## src/rtl/exp_product_pkg.sv

```systemverilog
// exp_pkg: shared constants and types for the e^X product stage.
//   WIDTH/FRAC/NUM_MUL : Q15.11 format and factor count per run
//   FX_ONE / FX_MAX    : fixed-point 1.0 and the saturation value
//   state_t            : sequencer states of exp_product
package exp_pkg;

    localparam int unsigned WIDTH   = 26;
    localparam int unsigned FRAC    = 11;
    localparam int unsigned NUM_MUL = 6;

    localparam logic [WIDTH-1:0] FX_ONE = 26'd2048;
    localparam logic [WIDTH-1:0] FX_MAX = 26'h3FFFFFF;

    typedef enum logic [0:0] {
        IDLE = 1'b0,
        MUL  = 1'b1
    } state_t;

endpackage

```

## src/rtl/exp_product_if.sv

```systemverilog
// exp_product_if: factor input bundle and result outputs of exp_product.
//   mul_valid, multiplier_0..5 : run request and its six Q15.11 factors
//   exp_out, exp_valid, exp_ovf : result, one-cycle valid, saturation flag
//   busy, overrun               : run in progress, sticky request-while-busy
// master = producer of factors / consumer of results, slave = exp_product.
interface exp_product_if;

    logic                      mul_valid;
    logic [exp_pkg::WIDTH-1:0] multiplier_0;
    logic [exp_pkg::WIDTH-1:0] multiplier_1;
    logic [exp_pkg::WIDTH-1:0] multiplier_2;
    logic [exp_pkg::WIDTH-1:0] multiplier_3;
    logic [exp_pkg::WIDTH-1:0] multiplier_4;
    logic [exp_pkg::WIDTH-1:0] multiplier_5;
    logic [exp_pkg::WIDTH-1:0] exp_out;
    logic                      exp_valid;
    logic                      exp_ovf;
    logic                      busy;
    logic                      overrun;

    modport master (
        output mul_valid, multiplier_0, multiplier_1, multiplier_2,
               multiplier_3, multiplier_4, multiplier_5,
        input  exp_out, exp_valid, exp_ovf, busy, overrun
    );

    modport slave (
        input  mul_valid, multiplier_0, multiplier_1, multiplier_2,
               multiplier_3, multiplier_4, multiplier_5,
        output exp_out, exp_valid, exp_ovf, busy, overrun
    );

endinterface

```

## src/rtl/exp_product_fx_mul_sat.sv

```systemverilog
// fx_mul_sat: combinational unsigned fixed-point multiply with saturation.
//   a, b : WIDTH-bit unsigned operands with FRAC fractional bits
//   p    : (a*b) >> FRAC, truncated; all-ones when it does not fit WIDTH bits
//   sat  : high when p was clamped
module fx_mul_sat #(
    parameter int unsigned WIDTH = 26,
    parameter int unsigned FRAC  = 11
) (
    input  logic [WIDTH-1:0] a,
    input  logic [WIDTH-1:0] b,
    output logic [WIDTH-1:0] p,
    output logic             sat
);

    localparam int unsigned PW = 2 * WIDTH;

    logic [PW-1:0] full;
    logic [PW-1:0] shifted;

    always_comb begin
        full    = {{WIDTH{1'b0}}, a} * {{WIDTH{1'b0}}, b};
        shifted = full >> FRAC;
        // Any bit above the result width means the product does not fit.
        sat     = |shifted[PW-1:WIDTH];
        p       = sat ? '1 : shifted[WIDTH-1:0];
    end

endmodule

```

## src/rtl/exp_product.sv

```systemverilog
// exp_product: multiplies the six factors from the decomposer sequentially,
// one per cycle starting from 1.0, saturating on overflow.
//   clk : rising-edge clock
//   rst : synchronous active-high reset
//   bus : exp_product_if.slave -- factor inputs, result/status outputs
// A run takes NUM_MUL cycles in MUL; exp_valid pulses the cycle after.
module exp_product #(
    parameter int unsigned WIDTH   = exp_pkg::WIDTH,
    parameter int unsigned FRAC    = exp_pkg::FRAC,
    parameter int unsigned NUM_MUL = exp_pkg::NUM_MUL
) (
    input  logic          clk,
    input  logic          rst,
    exp_product_if.slave  bus
);

    import exp_pkg::*;

    localparam int unsigned IDX_W = $clog2(NUM_MUL);
    localparam int unsigned NPORT = 6;

    state_t            state;
    logic [IDX_W-1:0]  idx;
    logic [WIDTH-1:0]  opnd [NUM_MUL];
    logic [WIDTH-1:0]  acc;
    logic              ovf_acc;

    logic [WIDTH-1:0]  mul_in [NPORT];
    logic [WIDTH-1:0]  cur_f;
    logic [WIDTH-1:0]  mul_p;
    logic              mul_sat;
    logic [WIDTH-1:0]  acc_nxt;
    logic              ovf_nxt;
    logic              last;

    always_comb begin
        mul_in[0] = bus.multiplier_0;
        mul_in[1] = bus.multiplier_1;
        mul_in[2] = bus.multiplier_2;
        mul_in[3] = bus.multiplier_3;
        mul_in[4] = bus.multiplier_4;
        mul_in[5] = bus.multiplier_5;
    end

    fx_mul_sat #(
        .WIDTH (WIDTH),
        .FRAC  (FRAC)
    ) u_mul (
        .a   (acc),
        .b   (cur_f),
        .p   (mul_p),
        .sat (mul_sat)
    );

    // A zero factor marks an unused slot and acts as identity.
    always_comb begin
        cur_f   = opnd[idx];
        acc_nxt = acc;
        ovf_nxt = ovf_acc;
        if (cur_f != '0) begin
            acc_nxt = mul_p;
            ovf_nxt = ovf_acc | mul_sat;
        end
        last = (idx == IDX_W'(NUM_MUL - 1));
    end

    assign bus.busy = (state == MUL);

    always_ff @(posedge clk) begin
        if (rst) begin
            state         <= IDLE;
            idx           <= '0;
            acc           <= '0;
            ovf_acc       <= 1'b0;
            for (int unsigned i = 0; i < NUM_MUL; i++) begin
                opnd[i] <= '0;
            end
            bus.exp_out   <= '0;
            bus.exp_valid <= 1'b0;
            bus.exp_ovf   <= 1'b0;
            bus.overrun   <= 1'b0;
        end else begin
            bus.exp_valid <= 1'b0;
            case (state)
                IDLE: begin
                    if (bus.mul_valid) begin
                        for (int unsigned i = 0; i < NUM_MUL; i++) begin
                            opnd[i] <= mul_in[i];
                        end
                        acc     <= FX_ONE;
                        idx     <= '0;
                        ovf_acc <= 1'b0;
                        state   <= MUL;
                    end
                end
                MUL: begin
                    // Requests during a run, including its final cycle, are dropped.
                    if (bus.mul_valid) begin
                        bus.overrun <= 1'b1;
                    end
                    acc     <= acc_nxt;
                    ovf_acc <= ovf_nxt;
                    idx     <= idx + 1'b1;
                    if (last) begin
                        bus.exp_out   <= acc_nxt;
                        bus.exp_ovf   <= ovf_nxt;
                        bus.exp_valid <= 1'b1;
                        state         <= IDLE;
                    end
                end
                default: state <= IDLE;
            endcase
        end
    end

endmodule
```

## src/flat_wrapper.sv

```systemverilog
// flat-port wrapper written by rule: the top's interface ports become plain ports
module exp_product_flat import exp_pkg::*;
#(
    parameter int unsigned WIDTH   = exp_pkg::WIDTH,
    parameter int unsigned FRAC    = exp_pkg::FRAC,
    parameter int unsigned NUM_MUL = exp_pkg::NUM_MUL
)
  (clk, rst, bus_mul_valid, bus_multiplier_0, bus_multiplier_1, bus_multiplier_2, bus_multiplier_3, bus_multiplier_4, bus_multiplier_5, bus_exp_out, bus_exp_valid, bus_exp_ovf, bus_busy, bus_overrun);
  exp_product_if bus_i ();
  input  logic clk;
  input  logic rst;
  input wire logic [$bits(bus_i.mul_valid)-1:0] bus_mul_valid;
  input wire logic [$bits(bus_i.multiplier_0)-1:0] bus_multiplier_0;
  input wire logic [$bits(bus_i.multiplier_1)-1:0] bus_multiplier_1;
  input wire logic [$bits(bus_i.multiplier_2)-1:0] bus_multiplier_2;
  input wire logic [$bits(bus_i.multiplier_3)-1:0] bus_multiplier_3;
  input wire logic [$bits(bus_i.multiplier_4)-1:0] bus_multiplier_4;
  input wire logic [$bits(bus_i.multiplier_5)-1:0] bus_multiplier_5;
  output wire logic [$bits(bus_i.exp_out)-1:0] bus_exp_out;
  output wire logic [$bits(bus_i.exp_valid)-1:0] bus_exp_valid;
  output wire logic [$bits(bus_i.exp_ovf)-1:0] bus_exp_ovf;
  output wire logic [$bits(bus_i.busy)-1:0] bus_busy;
  output wire logic [$bits(bus_i.overrun)-1:0] bus_overrun;
  assign bus_i.mul_valid = bus_mul_valid;
  assign bus_i.multiplier_0 = bus_multiplier_0;
  assign bus_i.multiplier_1 = bus_multiplier_1;
  assign bus_i.multiplier_2 = bus_multiplier_2;
  assign bus_i.multiplier_3 = bus_multiplier_3;
  assign bus_i.multiplier_4 = bus_multiplier_4;
  assign bus_i.multiplier_5 = bus_multiplier_5;
  assign bus_exp_out = bus_i.exp_out;
  assign bus_exp_valid = bus_i.exp_valid;
  assign bus_exp_ovf = bus_i.exp_ovf;
  assign bus_busy = bus_i.busy;
  assign bus_overrun = bus_i.overrun;
  exp_product #(.WIDTH(WIDTH), .FRAC(FRAC), .NUM_MUL(NUM_MUL)) u_core (.clk(clk), .rst(rst), .bus(bus_i));
endmodule
```

## config.mk

```make
export PLATFORM = sky130hd
export DESIGN_NAME = exp_product_flat
export DESIGN_NICKNAME = d
export VERILOG_FILES = /design/src/rtl/exp_product_pkg.sv /design/src/rtl/exp_product_if.sv /design/src/rtl/exp_product_fx_mul_sat.sv /design/src/rtl/exp_product.sv /design/src/flat_wrapper.sv
export SDC_FILE = /design/constraint.sdc
export NUM_CORES = 2
export LEC_CHECK = 0
export CAP_MARGIN = 20
export CORE_MARGIN = 2
export CORE_UTILIZATION = 54
export DETAILED_ROUTE_END_ITERATION = 10
export PLACE_DENSITY = 0.78
export SYNTH_ARGS = -nofsm -noshare
export SYNTH_HDL_FRONTEND = slang
export SYNTH_SLANG_ARGS = --single-unit
```

## constraint.sdc

```tcl
create_clock -name clk -period 24 [get_ports clk]
set_input_delay 6 -clock clk [delete_from_list [all_inputs] [get_ports clk]]
set_output_delay 6 -clock clk [all_outputs]
set_load 0.01 [all_outputs]
```

==> metrics.txt <==
Remaining DRCs 0; layout cell share with drive strength beyond 1 4.59%; vias per inst 5.65; gr usage total 29.2%; status completed; complex-gate fraction of the synthesized area 6.51%; clk root buf clkbuf_16; Max IR drop VDD 94.3 uV; post-route ant nets 0; clk_lat worst skew 0.55 ns; clock sink count 219; final worst-path cycle share 47.4%; wire per inst 20.7 um; initial drt markers 1787; final RePlAce weighted congestion 0.980; switching pwr 0.00176 W; cell family with most CP delay adder cells; vias post-DR 24000; initial antenna violation count 8; Final Skew 0.0312 ns; CP max-delay cell dfxtp_1; ranking of synthesized cells by area fa_1 35%, edfxtp_1 14%, inv_1 7.5%, ha_1 7.3%, and2_1 6.3%; max_cap viols 0; DRT Pass-1 Iters 6; yosys warns 0; number of global-route vias before repair 25800; chip height 249 um; Top-Level Pins 189; CP Launch Type register; post-synthesis sequential area ratio 18.3%; CTS clock-pin slew for the worst setup and hold paths 0.06 ns; Area after DPL 35100 sq um; Cell Int Power 0.00146 W; Reg power frac 14.5%; RSZ-0062 raised after global routing false; Final Hold Fails 0; number of synthesized flops with an enable pin 156; total gr overflow 0; most frequent CP cell fa_1; Setup Crit Path Kind register to register; CTS Hold Bufs 0; # rows 89; Primary FF master, synth edfxtp_1; Pwr Density 89.5 nW/um^2; Cell Area, Synth 32500 sq um; final net count 4370; Req. time, crit path 24.41 ns; CP Max Fanout 41; simple-gate share of the synthesized area 18.6%; Adder-Cell Fraction of Synth Area 42.5%; core footprint 59400 sq um; Comb pwr share 74.2%; Setup crit end kind register; area leader, netlist fa_1; Final setup viols 0; Hold WC Path Type register to register; clk buf depth 3; post-synthesis xor/xnor area fraction 0.942%; post-synthesis register bit count 219; Leak 16.2 nW; relative slew slack 23.3%; arrival time at the worst endpoint 11.78 ns; main combinational cell family by area after synthesis adder cells; Synth Instances 3391; TNS Setup 0 ns; asr flop ratio synth 0%; postcts setup bufs 0; HPWL after DPL 67.5 mm; mux cell area share after synthesis 2.91%; H-Tree Depth 1; post-synth top area share 35.3%; Design Area, Final 35900 sq um; Period minus WS final 11.38 ns; Max Fclk 87.9 MHz; Avg Cell Area, Syn 9.60 sq um; CTS tree yes; area delta synth->final 10.4%; Mapped Nets 4312; Netlist cell types 74; cts repair resizes 0; switch share 54.6%; largest net degree at the start of global routing 157; Worst Path Buf+Inv 5; fin. max-slew vios 0; clock power share 11.4%; max incr delay on CP 1.03 ns; DIE WIDTH 249 um; Starting Density 54.8%; CTS buffer count 24; first-pass GRT wire length 142 mm; die area 62200 sq um; Least-Margin Pin Slew 1.15 ns; port bufs 188; Total Wirelength 87.7 mm
## power groups by stage
stage          combinational [W]  clock [W]  sequential [W]
3_5_place_dp             0.00233          0        0.000473
2_1_floorplan            0.00164          0        0.000450
3_3_place_gp             0.00233          0        0.000472
4_1_cts                  0.00236   0.000368        0.000466
5_1_grt                  0.00264   0.000383        0.000468
6_report                 0.00239   0.000365        0.000466
## logic make-up after synthesis
kind of cell,after synthesis
flops,219
buf+inv,866
mux,61
xor+xnor,35
compound gates,317
simple gates,1131
fa+ha+maj,762
## stage by stage
step | setup WS [ns] | std cells | util [%] | hold WS (ns) | total power [W]
floorplan | 12.73 | 3391 | - | 0.427 | 0.00209
global placement | 12.79 | 4195 | 59.2 | 0.443 | 0.00280
detailed placement | 12.72 | 4195 | 59.2 | 0.446 | 0.00280
CTS | 12.67 | 4239 | 60.5 | 0.462 | 0.00320
global route | 11.91 | 4244 | 60.5 | 0.468 | 0.00349
finish | 12.62 | 4244 | 60.5 | 0.459 | 0.00322
## metal layers
layer  track usage, %  share of wire [%]
met5                0              0.031
met4             9.50                3.6
met3             4.04                7.1
met1             39.5                 41
met2             48.7                 48
## synth_stat cells (28+ instances only)
library cell / count
inv_1: 653
fa_1: 573
and2_1: 327
nand2_1: 311
nor2b_1: 231
ha_1: 189
clkbuf_1: 168
edfxtp_1: 156
nor2_1: 94
a21oi_1: 83
dfxtp_1: 63
o21ai_0: 55
nand4_1: 44
nand2b_1: 41
a22o_1: 37
mux2i_1: 28
o21a_1: 28
## cell type report
class / count / area, sq um
multi-input cells: 2306 / 23400
well taps: 773 / 967
flip-flops and latches: 219 / 5950
inverters: 653 / 2450
diodes: 4 / 10.0
clock inverters: 11 / 135
fillers: 4935 / 23400
clock buffers: 33 / 644
repair buffers: 245 / 2330
## layout by cell type, fill, tap and decap left out, types with 25 or more instances in the layout
cell type	instances
inv_1	653
fa_1	573
and2_1	327
nand2_1	311
nor2b_1	231
ha_1	189
clkdlybuf4s50_1	188
edfxtp_1	156
nor2_1	91
a21oi_1	73
dfxtp_1	61
buf_4	56
o21ai_0	55
nand4_1	44
nand2b_1	40
a22o_1	37
o21a_1	28
mux4_2	25
nand3_1	25
## path summary, 6_finish.rpt
path | startpoint | slack, ns | end | cells after the start
worst min-delay path | u_core.ovf_acc | 0.46 | u_core.ovf_acc | 1
worst max register to register | register | 12.62 | u_core.acc[22] | 25
worst max-delay path | register | 12.62 | u_core.acc[22] | 25
worst min register to register | u_core.ovf_acc | 0.46 | u_core.ovf_acc | 1
## registers in the layout, indices dropped and copies added, names as in the netlist, named ones only
name / flops
u_core.acc: 26
u_core.ovf_acc: 1
u_core.bus.overrun: 1
u_core.opnd: 156
u_core.bus.exp_out: 26
u_core.bus.exp_valid: 1
u_core.idx: 3
u_core.bus.exp_ovf: 1
u_core.bus.busy: 1
(Power assumes the default switching activity.)
